$ cat src/rtl/volt_pkg.sv
// ============================================================================
// Module : volt_pkg
// Brief  : Shared code width, default legal window and FSM state encoding
//          for the voltage ramp controller.
// Rev    : 1.0 - initial release
// ============================================================================
`default_nettype none

package volt_pkg;

  localparam int CODE_W = 4;

  localparam logic [CODE_W-1:0] V_MIN_DEF = 4'd5;
  localparam logic [CODE_W-1:0] V_MAX_DEF = 4'd10;

  typedef enum logic [1:0] {
    ST_OFF    = 2'd0,
    ST_RAMP   = 2'd1,
    ST_SETTLE = 2'd2,
    ST_IDLE   = 2'd3
  } state_t;

  // Counter width for a modulus-n counter, never narrower than one bit.
  function automatic int cnt_width(input int n);
    return (n > 1) ? $clog2(n) : 1;
  endfunction

endpackage

`default_nettype wire

$ cat src/rtl/voltage_ramp_controller_if.sv
// ============================================================================
// Module : voltage_ramp_controller_if
// Brief  : Setpoint request handshake between supervisor and ramp controller.
// Rev    : 1.0 - initial release
// ============================================================================
`default_nettype none

interface voltage_ramp_controller_if;
  import volt_pkg::*;

  logic              req_valid;
  logic [CODE_W-1:0] req_volt;
  logic              req_ready;

  modport master (output req_valid, output req_volt, input req_ready);
  modport slave  (input req_valid, input req_volt, output req_ready);

endinterface

`default_nettype wire

$ cat src/rtl/volt_clamp.sv
// ============================================================================
// Module : volt_clamp
// Brief  : Combinational clamp of a supply code into [V_MIN, V_MAX].
// Rev    : 1.0 - initial release
// ============================================================================
`default_nettype none

module volt_clamp
  import volt_pkg::*;
#(
  parameter logic [CODE_W-1:0] V_MIN = V_MIN_DEF,
  parameter logic [CODE_W-1:0] V_MAX = V_MAX_DEF
) (
  input  logic [CODE_W-1:0] i_code,
  output logic [CODE_W-1:0] o_code
);

  always_comb begin
    o_code = i_code;
    if (i_code < V_MIN) begin
      o_code = V_MIN;
    end else if (i_code > V_MAX) begin
      o_code = V_MAX;
    end
  end

endmodule

`default_nettype wire

$ cat src/rtl/voltage_ramp_controller.sv
// ============================================================================
// Module : voltage_ramp_controller
// Brief  : Steps the regulated supply code one LSB per STEP_DIV cycles toward
//          a clamped setpoint, settles, then pulses done.
// Rev    : 1.0 - initial release
// ============================================================================
`default_nettype none

module voltage_ramp_controller
  import volt_pkg::*;
#(
  parameter int                STEP_DIV   = 4,
  parameter int                SETTLE_CYC = 2,
  parameter logic [CODE_W-1:0] V_MIN      = V_MIN_DEF,
  parameter logic [CODE_W-1:0] V_MAX      = V_MAX_DEF
) (
  input  logic                     clk,
  input  logic                     rst_n,
  input  logic                     en,
  voltage_ramp_controller_if.slave req,
  output logic [CODE_W-1:0]        op_volt,
  output logic [CODE_W-1:0]        target,
  output logic                     busy,
  output logic                     done
);

  localparam int PRE_W = cnt_width(STEP_DIV);
  localparam int SET_W = cnt_width(SETTLE_CYC);

  localparam logic [PRE_W-1:0] c_PRE_LAST = PRE_W'(STEP_DIV - 1);
  localparam logic [SET_W-1:0] c_SET_LAST = SET_W'(SETTLE_CYC - 1);

  state_t            r_state;
  state_t            w_state_nxt;
  logic [PRE_W-1:0]  r_pre;
  logic [PRE_W-1:0]  w_pre_nxt;
  logic [SET_W-1:0]  r_set;
  logic [SET_W-1:0]  w_set_nxt;
  logic [CODE_W-1:0] r_op;
  logic [CODE_W-1:0] w_op_nxt;
  logic [CODE_W-1:0] r_tgt;
  logic [CODE_W-1:0] w_tgt_nxt;
  logic [CODE_W-1:0] w_step;
  logic [CODE_W-1:0] w_clamped;
  logic              r_busy;
  logic              w_busy_nxt;
  logic              r_done;
  logic              w_done_nxt;

  volt_clamp #(
    .V_MIN (V_MIN),
    .V_MAX (V_MAX)
  ) u_clamp (
    .i_code (req.req_volt),
    .o_code (w_clamped)
  );

  always_ff @(posedge clk) begin
    if (!rst_n) begin
      r_state <= ST_OFF;
      r_pre   <= '0;
      r_set   <= '0;
      r_op    <= '0;
      r_tgt   <= '0;
      r_busy  <= 1'b0;
      r_done  <= 1'b0;
    end else begin
      r_state <= w_state_nxt;
      r_pre   <= w_pre_nxt;
      r_set   <= w_set_nxt;
      r_op    <= w_op_nxt;
      r_tgt   <= w_tgt_nxt;
      r_busy  <= w_busy_nxt;
      r_done  <= w_done_nxt;
    end
  end

  always_comb begin
    w_state_nxt = r_state;
    w_pre_nxt   = r_pre;
    w_set_nxt   = r_set;
    w_op_nxt    = r_op;
    w_tgt_nxt   = r_tgt;
    w_done_nxt  = 1'b0;
    w_step      = (r_tgt > r_op) ? r_op + 4'd1 : r_op - 4'd1;

    // Dropping enable abandons any ramp or settle without a done pulse.
    if (!en) begin
      w_state_nxt = ST_OFF;
      w_op_nxt    = '0;
      w_pre_nxt   = '0;
      w_set_nxt   = '0;
    end else begin
      case (r_state)
        ST_OFF: begin
          w_state_nxt = ST_SETTLE;
          w_op_nxt    = V_MIN;
          w_tgt_nxt   = V_MIN;
          w_set_nxt   = '0;
        end
        ST_IDLE: begin
          if (req.req_valid) begin
            w_tgt_nxt = w_clamped;
            if (w_clamped != r_op) begin
              w_state_nxt = ST_RAMP;
              w_pre_nxt   = '0;
            end else begin
              w_state_nxt = ST_SETTLE;
              w_set_nxt   = '0;
            end
          end
        end
        ST_RAMP: begin
          if (r_pre == c_PRE_LAST) begin
            w_pre_nxt = '0;
            w_op_nxt  = w_step;
            if (w_step == r_tgt) begin
              w_state_nxt = ST_SETTLE;
              w_set_nxt   = '0;
            end
          end else begin
            w_pre_nxt = r_pre + PRE_W'(1);
          end
        end
        ST_SETTLE: begin
          if (r_set == c_SET_LAST) begin
            w_state_nxt = ST_IDLE;
            w_set_nxt   = '0;
            w_done_nxt  = 1'b1;
          end else begin
            w_set_nxt = r_set + SET_W'(1);
          end
        end
        default: begin
          w_state_nxt = ST_OFF;
        end
      endcase
    end

    w_busy_nxt = (w_state_nxt == ST_RAMP) || (w_state_nxt == ST_SETTLE);
  end

  assign req.req_ready = (r_state == ST_IDLE) && en;
  assign op_volt       = r_op;
  assign target        = r_tgt;
  assign busy          = r_busy;
  assign done          = r_done;

endmodule

`default_nettype wire

$ cat src/flat_wrapper.sv
// flat-port wrapper written by rule: the top's interface ports become plain ports
module voltage_ramp_controller_flat import volt_pkg::*;
#(
  parameter int                STEP_DIV   = 4,
  parameter int                SETTLE_CYC = 2,
  parameter logic [CODE_W-1:0] V_MIN      = V_MIN_DEF,
  parameter logic [CODE_W-1:0] V_MAX      = V_MAX_DEF
)
  (clk, rst_n, en, op_volt, target, busy, done, req_req_valid, req_req_volt, req_req_ready);
  voltage_ramp_controller_if req_i ();
  input  logic clk;
  input  logic rst_n;
  input  logic en;
  output logic [CODE_W-1:0] op_volt;
  output logic [CODE_W-1:0] target;
  output logic busy;
  output logic done;
  input wire logic [$bits(req_i.req_valid)-1:0] req_req_valid;
  input wire logic [$bits(req_i.req_volt)-1:0] req_req_volt;
  output wire logic [$bits(req_i.req_ready)-1:0] req_req_ready;
  assign req_i.req_valid = req_req_valid;
  assign req_i.req_volt = req_req_volt;
  assign req_req_ready = req_i.req_ready;
  voltage_ramp_controller #(.STEP_DIV(STEP_DIV), .SETTLE_CYC(SETTLE_CYC), .V_MIN(V_MIN), .V_MAX(V_MAX)) u_core (.clk(clk), .rst_n(rst_n), .en(en), .req(req_i), .op_volt(op_volt), .target(target), .busy(busy), .done(done));
endmodule
$ cat config.mk
export PLATFORM = sky130hd
export DESIGN_NAME = voltage_ramp_controller_flat
export DESIGN_NICKNAME = d
export VERILOG_FILES = /design/src/rtl/volt_pkg.sv /design/src/rtl/voltage_ramp_controller_if.sv /design/src/rtl/volt_clamp.sv /design/src/rtl/voltage_ramp_controller.sv /design/src/flat_wrapper.sv
export SDC_FILE = /design/constraint.sdc
export NUM_CORES = 1
export LEC_CHECK = 0
export ABC_AREA = 0
export BUFFER_PORTS_ARGS = -buffer_cell sky130_fd_sc_hd__buf_2
export CORE_MARGIN = 2
export CORE_UTILIZATION = 54
export DETAILED_ROUTE_END_ITERATION = 8
export PLACE_DENSITY = 0.86
export SYNTH_ARGS = -nofsm -noshare
export SYNTH_HDL_FRONTEND = slang
export SYNTH_SLANG_ARGS = --single-unit
$ cat constraint.sdc
create_clock -name clk -period 3.95 [get_ports clk]
set_clock_uncertainty 0.15 [all_clocks]
set_input_delay 0.1975 -clock clk [delete_from_list [all_inputs] [get_ports clk]]
set_output_delay 0.1975 -clock clk [all_outputs]
set_load 0.01 [all_outputs]
==> results.cfg <==
[timing]
rsz0062_at_grt = false
final_max_slew_viol_count = 0
fin_crit_sh_pct = 90.3
timing.fmax_ghz = 0.280
hold_viol = 0
setup_tns_ns = 0
max-slew-margin-rel_pct = 67.7
worstMarginPinSlew_ns = 0.484
finalSetupViolCount = 0
period_needed_ns = 3.57

[logic_synthesis]
synth-edff-count = 0
synth.distinct_cells = 44
syn_inst = 121
synth_area_leader_cell = dfxtp_1
async_flop_share_pct = 0
synth_nets = 137
synth_area_leaders = dfxtp_1 30%, ha_1 8.7%, a21oi_1 7.4%, nor2_1 4.1%, inv_1 3.7%
synth_flop_cell = dfxtp_1
synthesis.area_mm2 = 0.00101
yosysWarnings = 0
avgSynthCellArea_um2 = 8.34
netlist.area_leader.share_pct = 29.7
seq_area_frac_synth_pct = 29.7
ys_ff_latch = 15
synth_commonest_cells = 15 x a21oi_1, 15 x dfxtp_1, 11 x nor2_1

[floorplanning]
start_util_pct = 57.8
rows = 15
die_y_um = 47.2
die_w_um = 47.2
die_area_mm2 = 0.00223
core_area_mm2 = 0.00175
io-pin-count = 19

[critical_path]
critical_path.startpoint_type = register
crit_path_max_fanout = 5
required_ns = 3.99
startpoint = u_core.op_volt[1]
r2r-end = u_core.r_set
crit_arrival_ns = 3.60
critPathKind = register to register
worstSetupEndpointType = register
timing.rr.start = u_core.op_volt[1]
rr_worst_depth = 14
ff2ff_setup_slack_ns = 0.38

[final_layout]
fin_area_mm2 = 0.00113
drive_gt1_share_pct = 20.1
final_cells = 164
final_nets = 156
area_delta_synth_final_pct = 12.0
diodes = 0

[clocking]
htree_num_levels = 1
cts_max_path_buffers = 2
postCtsSetupBuffers = 0
cts.sinks = 15
cts_tree = built
worst_skew_pair.late_latency_ns = 0.30
cts_resized = 0
cts_hold_buf = 0
cts.clk_slew.worst_paths_ns = 0.10
numCtsBuffers = 3
cts_root_buf = clkbuf_4

[place]
dpl_cell_area_mm2 = 0.00110
place.gp.congestion = 0.916
dpl.cell_count = 160
portBuffers = 18
place.detailed.hpwl_um = 1750

[drt]
drt_iter0_drc = 28
post_drt_wl_per_cell_um = 13.9
via_count = 919
detail_route.vias_per_cell = 5.60
drc = 0
routed_wl_um = 2280
ant_nets = 0
firstDrtPassIters = 4

[worst_hold_path]
hold_path.class = input pin to register
hp-start = rst_n
hold_depth = 2
hold_end = u_core.target[2]

[power_and_ir_drop]
power_frac_clock_pct = 28.9
power_frac_comb_pct = 23.4
swShare_pct = 32.2
p_per_area_mw_per_mm2 = 299
vdd_drop_max_uv = 192
p_leak_nw = 0.519
pwr-share-seq_pct = 47.7
p_int_mw = 0.229
p_sw_mw = 0.109

[global_routing]
grt_pass1_wl_um = 3430
grtUsageTotal_pct = 22.1
antenna_found_initial = 0
grt_overflow = 0
grt_max_degree = 16
grt_pass1_vias = 818

[outcome]
status = finished, final reports clean

[job]
cap_violations = 0
cell usage in the layout (no fill, tap or decap), drive strengths merged, types with 2 or more instances in the layout:
cell    count
buf        18
a21oi      16
dfxtp      15
nor2       11
inv        10
nand2       9
ha          7
o21ai       5
nor2b       4
nand3       3
xnor2       3
a21o        3
clkbuf      3
nand2b      2
nor3b       2
a21boi      2
xor2        2
a31oi       2
cell type report:
cell class | instances | area, um2
Tap cell | 25 | 31.3
Timing Repair Buffer | 18 | 90.1
Multi-Input combinational cell | 92 | 644
Sequential cell | 15 | 300
Inverter | 10 | 37.5
Clock buffer | 3 | 22.5
Clock inverter | 1 | 5.00
Fill cell | 161 | 614
flip-flops by register name (all words and copies together) (netlist names):
| signal | flops |
|---|---|
| u_core.busy | 1 |
| u_core.done | 1 |
| u_core.op_volt | 4 |
| u_core.r_pre | 2 |
| u_core.r_set | 1 |
| u_core.r_state | 2 |
| u_core.target | 4 |
through the flow:
step           utilization, %  hold slack, ns  total power [mW]  setup slack [ns]
4_1_cts                  64.8          0.0171             0.337             0.405
2_1_floorplan               -           0.176             0.222             0.751
5_1_grt                  64.8          0.0285             0.350             0.160
3_5_place_dp             63.2           0.332             0.243             0.428
6_report                 64.8         0.00945             0.338             0.384
3_3_place_gp             63.2           0.327             0.239             0.647
worst max path at each step:
stage | end | cells past startpoint
finish | u_core.r_set | 14
global route | u_core.r_set | 14
CTS | u_core.r_state[0] | 13
floorplan | u_core.r_state[0] | 13
global placement | u_core.r_state[0] | 13
detailed placement | u_core.r_state[0] | 13
worst max-delay path: stages (launching register included):
cell and delay, ns:
dfxtp_1 0.39, inv_1 0.12, ha_1 0.33, nor2b_1 0.18, o211ai_1 0.10, a21oi_1 0.41
inv_1 0.15, ha_1 0.35, xor2_1 0.22, xnor2_1 0.09, or4_4 0.48, nor2_1 0.10
nand2_1 0.10, a41oi_1 0.23, nor2_1 0.06
layer usage:
metal  wire length, um  global-route usage, %  vias up
met5                 0                      0        -
met4                34                   8.33        0
met3                50                   3.46        5
met2              1200                   39.5       13
met1               992                   26.2      431
li1                  -                      -      470
logic make-up after synthesis:
family	count (synthesis)	synth area share [%]
xor gates and xnor gates	6	6.69
DFF	15	29.7
buffers and inverters	14	6.44
AOI/OAI and AO/OA	38	24.7
and+or+nand+nor	40	21.8
adders and majority gates	8	10.7
power by group through the flow:
stage,registers [mW],clock network [mW],logic [mW]
5_1_grt,0.162,0.0991,0.0879
2_1_floorplan,0.164,0,0.0574
3_3_place_gp,0.165,0,0.0740
3_5_place_dp,0.165,0,0.0783
6_report,0.162,0.0977,0.0792
4_1_cts,0.161,0.0960,0.0796
(Power assumes the default switching activity.)
